==> src/rtl/axilite_reg_slave.sv <==
// AXI4-lite slave register bank: NUM_REGS x 32-bit byte-strobed registers.
// Optional macro AXIL_REG_SLAVE_PROT_CHECK_EN rejects unprivileged writes.
`timescale 1ns/1ps
module axilite_reg_slave #(
    parameter int          NUM_REGS  = 16,
    parameter logic [31:0] RESET_VAL = 32'h0000_0000
) (
    input  logic                     s_axi_aclk,
    input  logic                     s_axi_areset,
    input  logic [31:0]              s_axi_awaddr,
    input  logic [2:0]               s_axi_awprot,
    input  logic                     s_axi_awvalid,
    output logic                     s_axi_awready,
    input  logic [31:0]              s_axi_wdata,
    input  logic [3:0]               s_axi_wstrb,
    input  logic                     s_axi_wvalid,
    output logic                     s_axi_wready,
    output logic [1:0]               s_axi_bresp,
    output logic                     s_axi_bvalid,
    input  logic                     s_axi_bready,
    input  logic [31:0]              s_axi_araddr,
    input  logic [2:0]               s_axi_arprot,
    input  logic                     s_axi_arvalid,
    output logic                     s_axi_arready,
    output logic [31:0]              s_axi_rdata,
    output logic [1:0]               s_axi_rresp,
    output logic                     s_axi_rvalid,
    input  logic                     s_axi_rready,
    output logic [32*NUM_REGS-1:0]   reg_out,
    output logic [NUM_REGS-1:0]      reg_wr_pulse
);

    typedef enum logic [1:0] {W_IDLE, W_HAVE_AW, W_HAVE_W, W_RESP} wstate_t;
    typedef enum logic {R_IDLE, R_DATA} rstate_t;

    localparam logic [29:0] LP_NREGS = 30'(NUM_REGS);

    wstate_t r_wstate, w_wnext;
    rstate_t r_rstate, w_rnext;

    logic w_awready, w_wready, w_bvalid, w_arready, w_rvalid;
    logic w_aw_hs, w_w_hs, w_b_hs, w_ar_hs, w_r_hs, w_commit;

    logic [31:0] r_awaddr, r_wdata;
    logic [3:0]  r_wstrb;
    logic [31:0] w_cmt_addr, w_cmt_data;
    logic [3:0]  w_cmt_strb;
    logic        w_cmt_ok;

    logic [31:0] r_regs [NUM_REGS];
    logic [NUM_REGS-1:0] r_wr_pulse;
    logic [1:0]  r_bresp, r_rresp;
    logic [31:0] r_rdata, w_rd_val;
    logic        w_rd_ok;
    logic        w_unused;

    assign w_aw_hs = s_axi_awvalid & w_awready;
    assign w_w_hs  = s_axi_wvalid & w_wready;
    assign w_b_hs  = s_axi_bready & w_bvalid;
    assign w_ar_hs = s_axi_arvalid & w_arready;
    assign w_r_hs  = s_axi_rready & w_rvalid;

    // Completing handshake is the one that moves the write FSM into W_RESP
    assign w_commit = (r_wstate != W_RESP) && (w_wnext == W_RESP);

    assign w_cmt_addr = (r_wstate == W_HAVE_AW) ? r_awaddr : s_axi_awaddr;
    assign w_cmt_data = (r_wstate == W_HAVE_W) ? r_wdata : s_axi_wdata;
    assign w_cmt_strb = (r_wstate == W_HAVE_W) ? r_wstrb : s_axi_wstrb;

`ifdef AXIL_REG_SLAVE_PROT_CHECK_EN
    logic r_awprot0;
    logic w_cmt_prot0;
    assign w_cmt_prot0 = (r_wstate == W_HAVE_AW) ? r_awprot0 : s_axi_awprot[0];
    assign w_cmt_ok = (w_cmt_addr[31:2] < LP_NREGS) && w_cmt_prot0;

    // Privilege bit travels with the latched write address
    always_ff @(posedge s_axi_aclk) begin
        if (s_axi_areset)
            r_awprot0 <= 1'b0;
        else if (w_aw_hs)
            r_awprot0 <= s_axi_awprot[0];
    end
`else
    assign w_cmt_ok = (w_cmt_addr[31:2] < LP_NREGS);
`endif

    assign w_unused = ^{w_cmt_addr[1:0], s_axi_araddr[1:0],
                        s_axi_arprot, s_axi_awprot};

    // Write FSM state register
    always_ff @(posedge s_axi_aclk) begin
        if (s_axi_areset)
            r_wstate <= W_IDLE;
        else
            r_wstate <= w_wnext;
    end

    // Write FSM next state
    always_comb begin
        w_wnext = r_wstate;
        unique case (r_wstate)
            W_IDLE: begin
                if (w_aw_hs && w_w_hs)
                    w_wnext = W_RESP;
                else if (w_aw_hs)
                    w_wnext = W_HAVE_AW;
                else if (w_w_hs)
                    w_wnext = W_HAVE_W;
            end
            W_HAVE_AW: if (w_w_hs) w_wnext = W_RESP;
            W_HAVE_W:  if (w_aw_hs) w_wnext = W_RESP;
            W_RESP:    if (w_b_hs) w_wnext = W_IDLE;
            default:   w_wnext = W_IDLE;
        endcase
    end

    // Write FSM outputs, forced low while reset is asserted
    always_comb begin
        w_awready = 1'b0;
        w_wready  = 1'b0;
        w_bvalid  = 1'b0;
        if (!s_axi_areset) begin
            unique case (r_wstate)
                W_IDLE:    begin w_awready = 1'b1; w_wready = 1'b1; end
                W_HAVE_AW: w_wready  = 1'b1;
                W_HAVE_W:  w_awready = 1'b1;
                W_RESP:    w_bvalid  = 1'b1;
                default:   w_bvalid  = 1'b0;
            endcase
        end
    end

    // Hold whichever half of the write arrives first
    always_ff @(posedge s_axi_aclk) begin
        if (s_axi_areset) begin
            r_awaddr <= '0;
            r_wdata  <= '0;
            r_wstrb  <= '0;
        end else begin
            if (w_aw_hs) r_awaddr <= s_axi_awaddr;
            if (w_w_hs) begin
                r_wdata <= s_axi_wdata;
                r_wstrb <= s_axi_wstrb;
            end
        end
    end

    // Register bank update, write pulse and write response code
    always_ff @(posedge s_axi_aclk) begin
        if (s_axi_areset) begin
            for (int i = 0; i < NUM_REGS; i++) r_regs[i] <= RESET_VAL;
            r_wr_pulse <= '0;
            r_bresp    <= 2'b00;
        end else begin
            r_wr_pulse <= '0;
            for (int i = 0; i < NUM_REGS; i++) begin
                if (w_commit && w_cmt_ok && w_cmt_addr[31:2] == 30'(i)) begin
                    r_wr_pulse[i] <= 1'b1;
                    for (int b = 0; b < 4; b++)
                        if (w_cmt_strb[b])
                            r_regs[i][8*b +: 8] <= w_cmt_data[8*b +: 8];
                end
            end
            if (w_commit) r_bresp <= w_cmt_ok ? 2'b00 : 2'b10;
        end
    end

    // Read FSM state register
    always_ff @(posedge s_axi_aclk) begin
        if (s_axi_areset)
            r_rstate <= R_IDLE;
        else
            r_rstate <= w_rnext;
    end

    // Read FSM next state
    always_comb begin
        w_rnext = r_rstate;
        unique case (r_rstate)
            R_IDLE:  if (w_ar_hs) w_rnext = R_DATA;
            R_DATA:  if (w_r_hs) w_rnext = R_IDLE;
            default: w_rnext = R_IDLE;
        endcase
    end

    // Read FSM outputs, forced low while reset is asserted
    always_comb begin
        w_arready = 1'b0;
        w_rvalid  = 1'b0;
        if (!s_axi_areset) begin
            w_arready = (r_rstate == R_IDLE);
            w_rvalid  = (r_rstate == R_DATA);
        end
    end

    // Read mux; out-of-range indices yield zero
    always_comb begin
        w_rd_val = '0;
        for (int i = 0; i < NUM_REGS; i++)
            if (s_axi_araddr[31:2] == 30'(i)) w_rd_val = r_regs[i];
    end

    assign w_rd_ok = (s_axi_araddr[31:2] < LP_NREGS);

    // Capture read data at the address handshake (pre-write value on collision)
    always_ff @(posedge s_axi_aclk) begin
        if (s_axi_areset) begin
            r_rdata <= '0;
            r_rresp <= 2'b00;
        end else if (w_ar_hs) begin
            r_rdata <= w_rd_ok ? w_rd_val : 32'h0;
            r_rresp <= w_rd_ok ? 2'b00 : 2'b10;
        end
    end

    for (genvar g = 0; g < NUM_REGS; g++) begin : g_out
        assign reg_out[32*g +: 32] = r_regs[g];
    end

    assign s_axi_awready = w_awready;
    assign s_axi_wready  = w_wready;
    assign s_axi_bvalid  = w_bvalid;
    assign s_axi_bresp   = s_axi_areset ? 2'b00 : r_bresp;
    assign s_axi_arready = w_arready;
    assign s_axi_rvalid  = w_rvalid;
    assign s_axi_rdata   = s_axi_areset ? 32'h0 : r_rdata;
    assign s_axi_rresp   = s_axi_areset ? 2'b00 : r_rresp;
    assign reg_wr_pulse  = s_axi_areset ? '0 : r_wr_pulse;

endmodule

==> config.mk <==
export PLATFORM = sky130hd
export DESIGN_NAME = axilite_reg_slave
export DESIGN_NICKNAME = d
export VERILOG_FILES = /design/src/rtl/axilite_reg_slave.sv
export SDC_FILE = /design/constraint.sdc
export NUM_CORES = 1
export LEC_CHECK = 0
export CAP_MARGIN = 40
export CORE_MARGIN = 2
export CORE_UTILIZATION = 40
export DETAILED_ROUTE_END_ITERATION = 16
export GPL_TIMING_DRIVEN = 0
export PLACE_DENSITY = 0.69
export SYNTH_ARGS = -nofsm -noshare
export SYNTH_HDL_FRONTEND = slang
export SYNTH_SLANG_ARGS = --single-unit
==> constraint.sdc <==
create_clock -name s_axi_aclk -period 4.5 [get_ports s_axi_aclk]
set_clock_uncertainty 0.2 [all_clocks]
set_input_delay 0.45 -clock s_axi_aclk [delete_from_list [all_inputs] [get_ports s_axi_aclk]]
set_output_delay 0.45 -clock s_axi_aclk [all_outputs]
set_load 0.02 [all_outputs]
Word-level counts from Yosys, hierarchy flattened:

Memories as Yosys holds them, arrays and structs flattened.
Index checks and enable logic that the tools add are counted.

* register bits: 123
* memory bits (writable): 512
* bits of input ports: 113
* output and inout port bits: 569
* word-level logic and storage cells: 463
* memories: 1

* $lt $le $gt $ge: 2
* eq/ne operators: 35
* mux-type cells: 322
* bitwise operators: 70
* reductions and logical operators: 24

Memories
* r_regs: words 16, bits a word 32, read ports 16, clocked after memory_dff 0, write ports 16, RTL line 50 `logic [31:0] r_regs [NUM_REGS];`

Operators with widths (count)
* $mux 32: 20
* $mux 8: 64
* $eq 30x4->1 const B: 16
* $eq 30x3->1 const B: 8
* $mux 1: 224
* $eq 30x2->1 const B: 4
* $or 1x1->1: 64
* $eq 30x1->1 const B: 2
* $logic_not 30->1: 2
* $lt 30x5->1 const B: 2
* $mux 2: 10
* $logic_and 1x1->1: 19
* $mux 16: 1
* $pmux 2 s4: 1
* $eq 2x2->1 const B: 3
* $and 1x1->1: 5
* $mux 4: 1
* $reduce_or 2->1: 2
* $eq 2x1->1 const B: 1
* $logic_not 2->1: 1
* $ne 2x2->1 const B: 1
* $pmux 1 s2: 1
* $not 1->1: 1

Longest topological paths before layout:

* depth after elaboration: 18
* mapped depth: 12
* gate-level depth less buffers: 8

Least setup slack after synthesis:

OpenSTA, ideal clock, no wires.

* path type: register to register
* start point: register r_wstate[1]
* end point: memory r_regs[6][16] (netlist: r_regs[0][208]) (enable)
* setup time: 0.329 ns
* arrival time: 2.111 ns
* required time: 3.971 ns
* path slack: 1.860 ns
* stages on the path, launching flop included: 11
* buffers on the path: 2
* period minus slack after synthesis: 2.640 ns
* cell sequence: dfxtp_1 > nand2b_1 > clkbuf_1 > nor3_1 > and4_1 > o221ai_1 > or2_1 > clkbuf_1 > nor2_2 > nand2_1 > nand2_1

RTL lines
* from (decl): RTL line 38 `wstate_t r_wstate, w_wnext;`
* from (signal assigned): RTL line 95 `r_wstate <= w_wnext;`
* to (decl): RTL line 50

Worst setup path in the final report:

* start point: input port s_axi_araddr[21]
* end point: register r_rdata[6]

* longest elaborated chain between the ends: 18
* elaborated cells on any way between the ends: 34
* classes of those cells: order compare (1); eq/ne (15); mux (17); reduce/logical (1)

RTL lines
* from (decl): RTL line 21 `input logic [31:0] s_axi_araddr,`
* $logic_not 30->1: RTL line 200 `if (s_axi_araddr[31:2] == 30'(i)) w_rd_val = r_regs[i];`
* $mux 32 (16 in series): RTL line 200
* $mux 32 *: RTL line 211 `r_rdata <= w_rd_ok ? w_rd_val : 32'h0;`
* to (signal assigned): RTL line 211
* to (decl): RTL line 53 `logic [31:0] r_rdata, w_rd_val;`

Mark *: on every way between the ends. The rest lies on a longest branch, timed or not.
A chain may end at the register's enable or synchronous reset.

==> flow_summary.json <==
{
  "cts_tree": "built",
  "yosysWarnings": 0,
  "rsz0062_at_grt": "no",
  "p_per_area_nw_per_um2": 381,
  "path_clk_slew_ns": 0.07,
  "yosys.area.top_type": "edfxtp_1",
  "yosys.area.top_type_share_pct": 56.5,
  "final_area_um2": 37600,
  "first_iter_violations": 4359,
  "synthesis.area_um2": 27200,
  "postCtsSetupBuffers": 0,
  "wl_per_cell_um": 36.7,
  "busiest_layer": "met2",
  "drive_gt1_share_pct": 8.90,
  "synth_most_common_cell": "edfxtp_1",
  "die_area_um2": 70100,
  "area_growth_pct": 38.1,
  "use_met2_pct": 66.9,
  "multi_input_area_um2": 8600,
  "power_mw": 14.3,
  "worst_pin_slew_ns": 1.02,
  "violations": "setup timing",
  "initial_core_util_pct": 40.4,
  "syn_area_per_cell_um2": 11.3,
  "grt_max_degree": 15,
  "max_freq_ghz": 0.218,
  "slew_violations": 0,
  "post_cts_resized": 1,
  "track_usage_pct": 41.8,
  "path_max_fanout": 9,
  "design.core.area_um2": 67300,
  "seq_area_um2": 17800,
  "fin_cells": 4102,
  "crit_type": "primary input to register",
  "die_x_um": 265,
  "vias": 25688,
  "core.rowCount": 95,
  "cap_violations": 0,
  "postPlaceCellArea_um2": 35300,
  "grt-ovfl-total": 0,
  "place_congestion": 1.00,
  "ioPinCount": 682,
  "critPathCaptureType": "register",
  "port_buffers": 668,
  "totalWireLength_mm": 150,
  "p_leak_nw": 13.5,
  "vdd_drop_max_v": 0.000217,
  "cts_buffers": 69,
  "antenna_found_initial": 8,
  "first_global_vias": 24258,
  "vias_per_cell": 6.26,
  "synthArstFlopShare_pct": 0,
  "dieHeight_um": 265,
  "synth_seq_area_share_pct": 65.3,
  "drtPass1Iterations": 7,
  "slew_headroom_pct": 31.6,
  "hold_class": "primary input to register",
  "clkLatencyLatePin_ns": 0.63,
  "final_antenna_net_count": 0,
  "synth_common_cells": "edfxtp_1 (512), nor2_1 (427), nand2_1 (349)",
  "synth-seq-cells": 631,
  "hold_buffers": 0,
  "min_period_over_period_pct": 102,
  "cp.required_ns": 4.85,
  "hpwl_mm": 121,
  "htree_levels": 3,
  "setup_ws_ns": -0.0864,
  "use_met3_pct": 15.2,
  "synth-edff-count": 512,
  "fill_cells": 5725,
  "hold_violations": 0,
  "synth_cells": 2402,
  "finalSetupViolCount": 7,
  "worst_setup_path_start_kind": "primary input",
  "status": "finished, violations left",
  "dpl_worst_slack_ns": -0.451,
  "dp.cells": 3975,
  "finish.net_count": 3287,
  "grt_pass1_wl_mm": 201,
  "synth-main-ff-cell": "edfxtp_1",
  "drc_errors": 0,
  "arrival_ns": 4.94,
  "period_needed_ns": 4.59,
  "gr-usage-met1_pct": 49.2,
  "cts_buffer_depth": 3,
  "cts.sinks": 631,
  "synthDistinctLibCells": 77,
  "root_buffer": "clkbuf_16",
  "synth_area_leaders": "edfxtp_1 (57%), dfxtp_1 (8.8%), nor2_1 (5.9%)"
}
-- critical path, stage by stage --
cell,delay [ns]
clkdlybuf4s50_1,0.42
nor4_2,0.67
nand4_2,0.67
nor2_2,0.93
nand3_1,0.55
nor2_1,0.70
o221a_2,0.32
o21ai_1,0.08
nand3_1,0.11
-- per-stage QoR --
step / hold WS, ns / setup TNS (ns) / utilization (%)
2_1_floorplan: 0.233 / 0 / -
3_3_place_gp: 0.243 / -35.61 / 52.0
3_5_place_dp: 0.248 / -18.00 / 52.5
4_1_cts: 0.204 / 0 / 55.8
5_1_grt: 0.247 / 0 / 55.8
6_report: 0.218 / -0.289 / 55.8
-- layout make-up --
class                           count  share of cell area (%)
Tap cell                          873                    2.91
Sequential cell                   631                    47.3
Clock buffer                       88                    5.01
Inverter                           39                   0.390
Buffer                            159                    1.85
Multi-Input combinational cell   1574                    22.9
Antenna cell                        3                  0.0200
Timing Repair Buffer              700                    18.8
Clock inverter                     35                   0.893
-- logic make-up (layout without fill, tap and decap cells) --
| group | Yosys count | count (layout) | synth area share, % |
|---|---|---|---|
| flops | 631 | 631 | 65.3 |
| other cells | 1 | 5 | 0.0138 |
| compound gates | 473 | 473 | 11.4 |
| mux | 81 | 81 | 3.65 |
| buf+inv | 198 | 1021 | 3.09 |
| simple gates | 1018 | 1018 | 16.5 |
-- layout by cell type (no fill, tap or decap), types with 22 or more instances in the layout --
master and n:
a22oi_1 26, or2_2 34, dfxtp_1 119, nand2_1 349
nor3_1 24, a21oi_1 89, mux2i_1 44, inv_1 37
o221ai_1 22, mux2_2 25, o21ai_0 140, clkbuf_16 71
clkbuf_1 119, nor2_1 427, edfxtp_1 512, clkdlybuf4s50_1 668
buf_2 40, nor2b_1 57, o22ai_1 41, nand3_1 35
-- report_power, final --
| part | internal (mW) | switching (mW) |
|---|---|---|
| combinational | 0.606 | 1.05 |
| clock | 3.30 | 2.45 |
| sequential | 6.60 | 0.303 |
| total | 10.5 | 3.80 |
-- registers in the layout (all words and copies together), names as in the netlist --
name and cells:
r_wstrb 4, r_wstate 2, r_regs 512, r_wr_pulse 16, r_rstate 1, r_rdata 32
r_bresp 1, r_rresp 1, r_wdata 32, r_awaddr 30
-- routing by layer --
layer / wire length (um) / vias up
li1: - / 10269
met1: 50700 / 12555
met2: 68300 / 2344
met3: 21400 / 508
met4: 10000 / 12
met5: 80 / -
-- path summary, 6_finish.rpt --
kind | from | to | slack [ns] | cells past startpoint
setup reg to reg | r_wstate[1]$_SDFF_PP0_ | r_regs[0][240]$_SDFFCE_PN0P_ | 0.59 | 9
hold reg to reg | r_wdata[26]$_SDFFE_PP0P_ | r_wdata[26]$_SDFFE_PP0P_ | 0.26 | 2
hold / removal | s_axi_wdata[31] | r_wdata[31]$_SDFFE_PP0P_ | 0.22 | 3
setup / recovery | s_axi_araddr[21] | r_rdata[6]$_SDFFE_PP0P_ | -0.09 | 9
No activity file was read; power rests on OpenSTA's default activity.
